File: src/rtl/q_reg_encoder.sv
// q_reg_encoder
//   Packs a 110-qubit operation map into one register write word.
//   Single-qubit mode (sel 01) emits an activity mask, in a 46-bit
//   windowed short form when it fits and a full 110-bit long form
//   otherwise. Two-qubit mode (sel 10) pairs controls and targets in
//   ascending index order and emits either one 7-bit pair or up to seven
//   6-bit pairs with a presence mask.
//
// Ports
//   clk, rst_n      clock, synchronous active-low reset
//   in_valid/ready  op map offer / encoder idle
//   q_op_in         per-qubit 2-bit op field, qubit i at [2i+:2]
//   q_reg_sel       01 single-qubit, 10 two-qubit, others illegal
//   reg_idx         base register index
//   res_valid/ready result handshake
//   res_addr        {long_form, reg_idx}
//   res_off         short single-qubit window offset (units of 4 qubits)
//   res_data        register payload
//   res_err         encode failed (payload forced to 0)
//   res_code        0 ok, 1 illegal field/sel, 2 pairing, 3 capacity
//   fsm_state       debug view of the controller state
//
// Handshake: a transfer happens on a rising edge where valid and ready
// are both high. in_ready is high only in IDLE; res_valid is high only in
// EMIT and every res_* output is held until the transfer completes.
module q_reg_encoder (
   input  logic         clk,
   input  logic         rst_n,
   input  logic         in_valid,
   output logic         in_ready,
   input  logic [219:0] q_op_in,
   input  logic [1:0]   q_reg_sel,
   input  logic [3:0]   reg_idx,
   output logic         res_valid,
   input  logic         res_ready,
   output logic [4:0]   res_addr,
   output logic [4:0]   res_off,
   output logic [109:0] res_data,
   output logic         res_err,
   output logic [1:0]   res_code,
   output logic [1:0]   fsm_state
);

   typedef enum logic [1:0] {
      S_IDLE = 2'd0,
      S_SCAN = 2'd1,
      S_EMIT = 2'd2
   } state_t;

   localparam logic [109:0] SHORT_MASK = {64'd0, {46{1'b1}}};

   state_t state, state_nxt;

   logic [219:0] op_q;        // latched map, shifted right 2 bits per scan step
   logic [1:0]   sel_q;
   logic [3:0]   ridx_q;
   logic [6:0]   scan_idx;
   logic [109:0] act_q;       // active flags shifted in from the top
   logic         any_act;
   logic [6:0]   lo_q;
   logic [6:0]   hi_q;
   logic         fld_err;
   logic [6:0]   c_cnt;
   logic [6:0]   t_cnt;
   logic         big_q;       // some control/target index above 63
   logic [6:0]   ctl_idx [8];
   logic [6:0]   tgt_idx [8];

   logic         accept;
   logic         sel_ok;
   logic         scan_done;
   logic         single_mode;
   logic [1:0]   fld;
   logic [6:0]   lo_div;
   logic [4:0]   sgl_off;
   logic [6:0]   sgl_base;

   logic         fin_long;
   logic [4:0]   fin_off;
   logic [109:0] fin_data;
   logic [1:0]   fin_code;

   assign in_ready    = (state == S_IDLE);
   assign res_valid   = (state == S_EMIT);
   assign fsm_state   = state;
   assign accept      = in_valid & in_ready;
   assign sel_ok      = (q_reg_sel == 2'b01) || (q_reg_sel == 2'b10);
   // Index 110 is a finalize step: all 110 qubits are accumulated.
   assign scan_done   = (scan_idx == 7'd110);
   assign single_mode = (sel_q == 2'b01);
   assign fld         = op_q[1:0];

   // Window offset is capped at 16 so the 46-bit window never runs past 109.
   assign lo_div   = lo_q >> 2;
   assign sgl_off  = (lo_div > 7'd16) ? 5'd16 : lo_div[4:0];
   assign sgl_base = {sgl_off, 2'b00};

   always_ff @(posedge clk) begin
      if (!rst_n) state <= S_IDLE;
      else        state <= state_nxt;
   end

   always_comb begin
      state_nxt = state;
      case (state)
         S_IDLE: if (accept) state_nxt = sel_ok ? S_SCAN : S_EMIT;
         S_SCAN: if (scan_done) state_nxt = S_EMIT;
         S_EMIT: if (res_ready) state_nxt = S_IDLE;
         default: state_nxt = S_IDLE;
      endcase
   end

   // Result formation from the completed accumulators.
   always_comb begin
      fin_long = 1'b0;
      fin_off  = '0;
      fin_data = '0;
      fin_code = 2'd0;
      if (fld_err) begin
         fin_code = 2'd1;
      end else if (single_mode) begin
         if (any_act && ({1'b0, hi_q} > ({1'b0, sgl_base} + 8'd45))) begin
            fin_long = 1'b1;
            fin_data = act_q;
         end else if (any_act) begin
            fin_off  = sgl_off;
            fin_data = (act_q >> sgl_base) & SHORT_MASK;
         end
      end else begin
         if ((c_cnt > 7'd7) || (t_cnt > 7'd7)) begin
            fin_code = 2'd3;
         end else if ((c_cnt != t_cnt) || (c_cnt == 7'd0)) begin
            fin_code = 2'd2;
         end else if (c_cnt == 7'd1) begin
            fin_data[6:0]  = ctl_idx[0];
            fin_data[13:7] = tgt_idx[0];
         end else if (big_q) begin
            // 6-bit pair fields cannot hold indices above 63.
            fin_code = 2'd3;
         end else begin
            fin_long = 1'b1;
            for (int j = 0; j < 7; j++) begin
               if (c_cnt > 7'(j)) begin
                  fin_data[14*j +: 6]   = ctl_idx[j][5:0];
                  fin_data[14*j+7 +: 6] = tgt_idx[j][5:0];
                  fin_data[98+j]        = 1'b1;
               end
            end
         end
      end
   end

   always_ff @(posedge clk) begin
      if (!rst_n) begin
         op_q     <= '0;
         sel_q    <= '0;
         ridx_q   <= '0;
         scan_idx <= '0;
         act_q    <= '0;
         any_act  <= 1'b0;
         lo_q     <= '0;
         hi_q     <= '0;
         fld_err  <= 1'b0;
         c_cnt    <= '0;
         t_cnt    <= '0;
         big_q    <= 1'b0;
         for (int j = 0; j < 8; j++) begin
            ctl_idx[j] <= '0;
            tgt_idx[j] <= '0;
         end
         res_addr <= '0;
         res_off  <= '0;
         res_data <= '0;
         res_err  <= 1'b0;
         res_code <= '0;
      end else begin
         if ((state == S_IDLE) && accept) begin
            op_q     <= q_op_in;
            sel_q    <= q_reg_sel;
            ridx_q   <= reg_idx;
            scan_idx <= '0;
            act_q    <= '0;
            any_act  <= 1'b0;
            lo_q     <= '0;
            hi_q     <= '0;
            fld_err  <= 1'b0;
            c_cnt    <= '0;
            t_cnt    <= '0;
            big_q    <= 1'b0;
            if (!sel_ok) begin
               res_addr <= {1'b0, reg_idx};
               res_off  <= '0;
               res_data <= '0;
               res_err  <= 1'b1;
               res_code <= 2'd1;
            end
         end else if ((state == S_SCAN) && !scan_done) begin
            op_q     <= op_q >> 2;
            scan_idx <= scan_idx + 7'd1;
            act_q    <= {single_mode && (fld == 2'b11), act_q[109:1]};
            if (single_mode) begin
               if (fld == 2'b11) begin
                  if (!any_act) lo_q <= scan_idx;
                  hi_q    <= scan_idx;
                  any_act <= 1'b1;
               end else if (fld != 2'b00) begin
                  fld_err <= 1'b1;
               end
            end else begin
               if (fld == 2'b10) begin
                  if (c_cnt < 7'd7) ctl_idx[c_cnt[2:0]] <= scan_idx;
                  c_cnt <= c_cnt + 7'd1;
                  if (scan_idx > 7'd63) big_q <= 1'b1;
               end else if (fld == 2'b01) begin
                  if (t_cnt < 7'd7) tgt_idx[t_cnt[2:0]] <= scan_idx;
                  t_cnt <= t_cnt + 7'd1;
                  if (scan_idx > 7'd63) big_q <= 1'b1;
               end else if (fld == 2'b11) begin
                  fld_err <= 1'b1;
               end
            end
         end else if ((state == S_SCAN) && scan_done) begin
            res_addr <= {fin_long, ridx_q};
            res_off  <= fin_off;
            res_data <= fin_data;
            res_err  <= (fin_code != 2'd0);
            res_code <= fin_code;
         end
      end
   end

endmodule

File: config.mk
export PLATFORM = sky130hd
export DESIGN_NAME = q_reg_encoder
export DESIGN_NICKNAME = d
export VERILOG_FILES = /design/src/rtl/q_reg_encoder.sv
export SDC_FILE = /design/constraint.sdc
export NUM_CORES = 2
export LEC_CHECK = 0
export BUFFER_PORTS_ARGS = -buffer_cell sky130_fd_sc_hd__buf_2
export CAP_MARGIN = 20
export CORE_MARGIN = 2
export CORE_UTILIZATION = 53
export DETAILED_ROUTE_END_ITERATION = 7
export PLACE_DENSITY = 0.85
export SETUP_SLACK_MARGIN = 0.05
export SKIP_CTS_REPAIR_TIMING = 1
export SLEW_MARGIN = 10
export SYNTH_ARGS = -nofsm -noshare
export SYNTH_HDL_FRONTEND = slang
export SYNTH_SLANG_ARGS = --single-unit
File: constraint.sdc
create_clock -name clk -period 5.18 [get_ports clk]
set_input_delay 0.777 -clock clk [delete_from_list [all_inputs] [get_ports clk]]
set_output_delay 0.777 -clock clk [all_outputs]
set_load 0.005 [all_outputs]
==> results.json <==
{
  "critPathArrivalTime_ps": 4490,
  "synth_enable_flop_cells": 86,
  "setup.worst_path.class": "reg2reg",
  "grt_antenna_before_repair": 22,
  "fin_worst_skew_ps": 45.0,
  "timing.rr.start": "lo_q[2]",
  "grtUsageMet3_pct": 10.8,
  "reg2reg_slack_ps": 1210,
  "slowest_delay_ps": 750,
  "yosys.area.top_type": "dfxtp_1",
  "r2r-end": "res_data[46]",
  "p_per_area_nw_per_um2": 312,
  "grt_use_met1_pct": 48.2,
  "synth_fp_nets": 3826,
  "total_power_mw": 10.3,
  "cts_buffer_depth": 3,
  "syn_to_final_growth_pct": 14.0,
  "critPathRequiredTime_ps": 5700,
  "fin_nets": 3968,
  "power.leakage_nw": 12.2,
  "die_x_um": 238,
  "cts.sinks": 583,
  "maxCapViolCount": 0,
  "hold_end": "op_q[218]",
  "nFillCells": 4656,
  "internal_power_mw": 7.67,
  "first_pass_iters": 8,
  "grt_pass1_vias": 26500,
  "synthTopCellsByArea": "dfxtp_1 34%, nand2_1 12%, edfxtp_1 8.9%, a311oi_1 6.9%, mux2i_1 5.2%",
  "synth_flop_cell": "dfxtp_1",
  "io_pins": 357,
  "grt_max_degree": 278,
  "reg2reg_depth": 13,
  "gp_congestion": 1.12,
  "grt_pass1_wl_um": 161000,
  "final-seq-area_um2": 12500,
  "dpl.hpwl_um": 74200,
  "clock_tree.root_cell": "clkbuf_16",
  "wl_per_cell_um": 24.1,
  "power_frac_seq_pct": 47.8,
  "swShare_pct": 25.9,
  "hp-class": "in2reg",
  "die_area_um2": 56700,
  "worstMarginPinSlew_ps": 1170,
  "clock_latency_ps": 640,
  "die_h_um": 238,
  "drc": 0,
  "max-slew-margin-rel_pct": 22.1,
  "pwr-share-clk_pct": 43.1,
  "multi_input_area_um2": 15200,
  "end_kind": "flop",
  "synth_area_um2": 29100,
  "switchingPower_mw": 2.68,
  "start_util_pct": 53.8,
  "drt_iter0_drc": 4172,
  "cts_tree": "yes",
  "place.port_buffers": 356,
  "drive_gt1_share_pct": 15.9,
  "rows": 85,
  "setup_tns_ps": 0,
  "ir_drop_uv": 284,
  "status": "finished clean",
  "holdPathStages": 3,
  "power_frac_comb_pct": 9.1,
  "finalHoldViolCount": 0,
  "busiest_layer": "met2",
  "setup_violations": 0,
  "hold_ws_ps": 389,
  "antenna_left": 0,
  "syn_inst": 3581,
  "cts_buffers": 59,
  "core_area_um2": 54000,
  "yosysTopAreaCellShare_pct": 34.2,
  "ys_seq_elements": 583,
  "gr-usage-all-layers_pct": 36.7,
  "grt_overflow_total": 0,
  "seq_area_frac_synth_pct": 43.1,
  "clkTransAtPathRegs_ps": 70,
  "min_from": "q_op_in[218]",
  "startpoint_type": "flop",
  "vias_per_cell": 6.45,
  "ys_async_sr_fraction_pct": 0,
  "num_vias": 28900,
  "rsz0062_at_grt": "no",
  "met2_usage_pct": 55.1,
  "cp_max_fo": 30,
  "crit_path_top_delay_cell": "a41oi_4",
  "path_cells": "nor2b_4, o21ai_0, xnor2_1, ha_1, a21o_1, a21oi_1, nand3_1, buf_4, nand2_1, nor3_1, a41oi_4, buf_4, o21ai_0",
  "syn_avg_cell_area_um2": 8.12,
  "clock.fmax_mhz": 252,
  "drv_slew": 0,
  "ys_types": 76,
  "wl_um": 108000,
  "post-route-min-period_ps": 3970,
  "h-tree-depth": 2,
  "yosys_warnings": 0,
  "fin_crit_sh_pct": 76.6
}
power by group through the flow:
stage               sequential (mW)  clock [mW]  combinational [mW]
finish                         4.94        4.46               0.945
global route                   4.96        4.67                1.04
CTS                            4.94        4.47               0.921
detailed placement             5.03           0               0.915
global placement               5.03           0               0.887
floorplan                      5.00           0               0.651
cell families after synthesis:
kind of cell    share of synthesized area, %
fa+ha+maj                              0.646
mux                                     7.92
buf+inv                                 4.93
simple gates                            23.9
xor+xnor                               0.814
flops                                   43.1
compound gates                          18.7
stage by stage:
step | instance area [um2] | setup WS, ps | cells | util, %
2_1_floorplan | 29100 | 1250 | 3581 | -
3_3_place_gp | 31000 | 1370 | 4355 | 57.4
3_5_place_dp | 31000 | 1240 | 4355 | 57.4
4_1_cts | 33000 | 1230 | 4467 | 61.1
5_1_grt | 33100 | 996 | 4477 | 61.3
6_report | 33100 | 1210 | 4484 | 61.3
critical path: cells and delay by family, from the launching register on:
kind | cells | cell delay [ps]
compound gates | 5 | 1430
fa+ha+maj | 1 | 310
xor+xnor | 1 | 170
buf+inv | 2 | 580
flops | 1 | 530
simple gates | 4 | 800
worst max-delay path by stage:
stage,startpoint,endpoint,slack (ps),depth (start not counted)
2_1_floorplan,lo_q[3],res_data[0],1250,16
4_1_cts,scan_idx[4],ctl_idx[4][5],1230,5
3_5_place_dp,in_valid,op_q[40],1240,6
6_report,lo_q[2],res_data[46],1210,13
5_1_grt,lo_q[2],res_data[61],1000,13
3_3_place_gp,in_valid,tgt_idx[0][5],1370,8
state kept, by name, summed over array words and instances, names as in the netlist, 5 cells and up:
name	flops
act_q	110
c_cnt	7
ctl_idx	43
hi_q	7
lo_q	5
op_q	220
res_addr	5
res_data	110
res_off	5
scan_idx	7
t_cnt	7
tgt_idx	43
layout by cell type (no fill, tap or decap), drive strengths merged, types with 9 or more instances in the layout:
| cell | n |
|---|---|
| a211oi | 23 |
| a21o | 11 |
| a21oi | 222 |
| a221o | 9 |
| a221oi | 23 |
| a22o | 9 |
| a22oi | 46 |
| a311oi | 230 |
| a31oi | 10 |
| and2 | 82 |
| and3 | 25 |
| buf | 425 |
| clkbuf | 88 |
| clkinv | 13 |
| dfxtp | 497 |
| diode | 14 |
| edfxtp | 86 |
| ha | 15 |
| inv | 25 |
| mux2 | 9 |
| mux2i | 150 |
| mux4 | 31 |
| nand2 | 906 |
| nand2b | 20 |
| nand3 | 138 |
| nor2 | 348 |
| nor3 | 30 |
| nor3b | 14 |
| nor4 | 11 |
| o2111ai | 9 |
| o211ai | 9 |
| o21ai | 98 |
| o22ai | 22 |
| o41ai | 12 |
| or3 | 19 |
| xnor2 | 11 |
| xor2 | 16 |
layer usage:
layer	share of wire, %	up-vias
met2	43	1893
met4	5.6	20
li1	-	13000
met1	38	13600
met3	13	420
met5	0.12	-
Yosys cell counts (all sizes together) (30+ instances only):
cell / instances
dfxtp: 497
clkbuf: 273
nor3: 30
a21oi: 222
nand3: 138
mux4: 31
a311oi: 230
nand2: 906
nor2: 348
buf: 71
edfxtp: 86
mux2i: 150
and2: 82
o21ai: 98
a22oi: 46
layout make-up:
class | instances | share of cell area (%)
timing repair buffer | 425 | 7.24
tap | 696 | 2.63
clock inverter | 24 | 0.755
antenna | 14 | 0.106
multi-input combinational | 2635 | 45.8
clock buffer | 88 | 5.39
inverter | 19 | 0.238
sequential | 583 | 37.8
(Power assumes the default switching activity.)
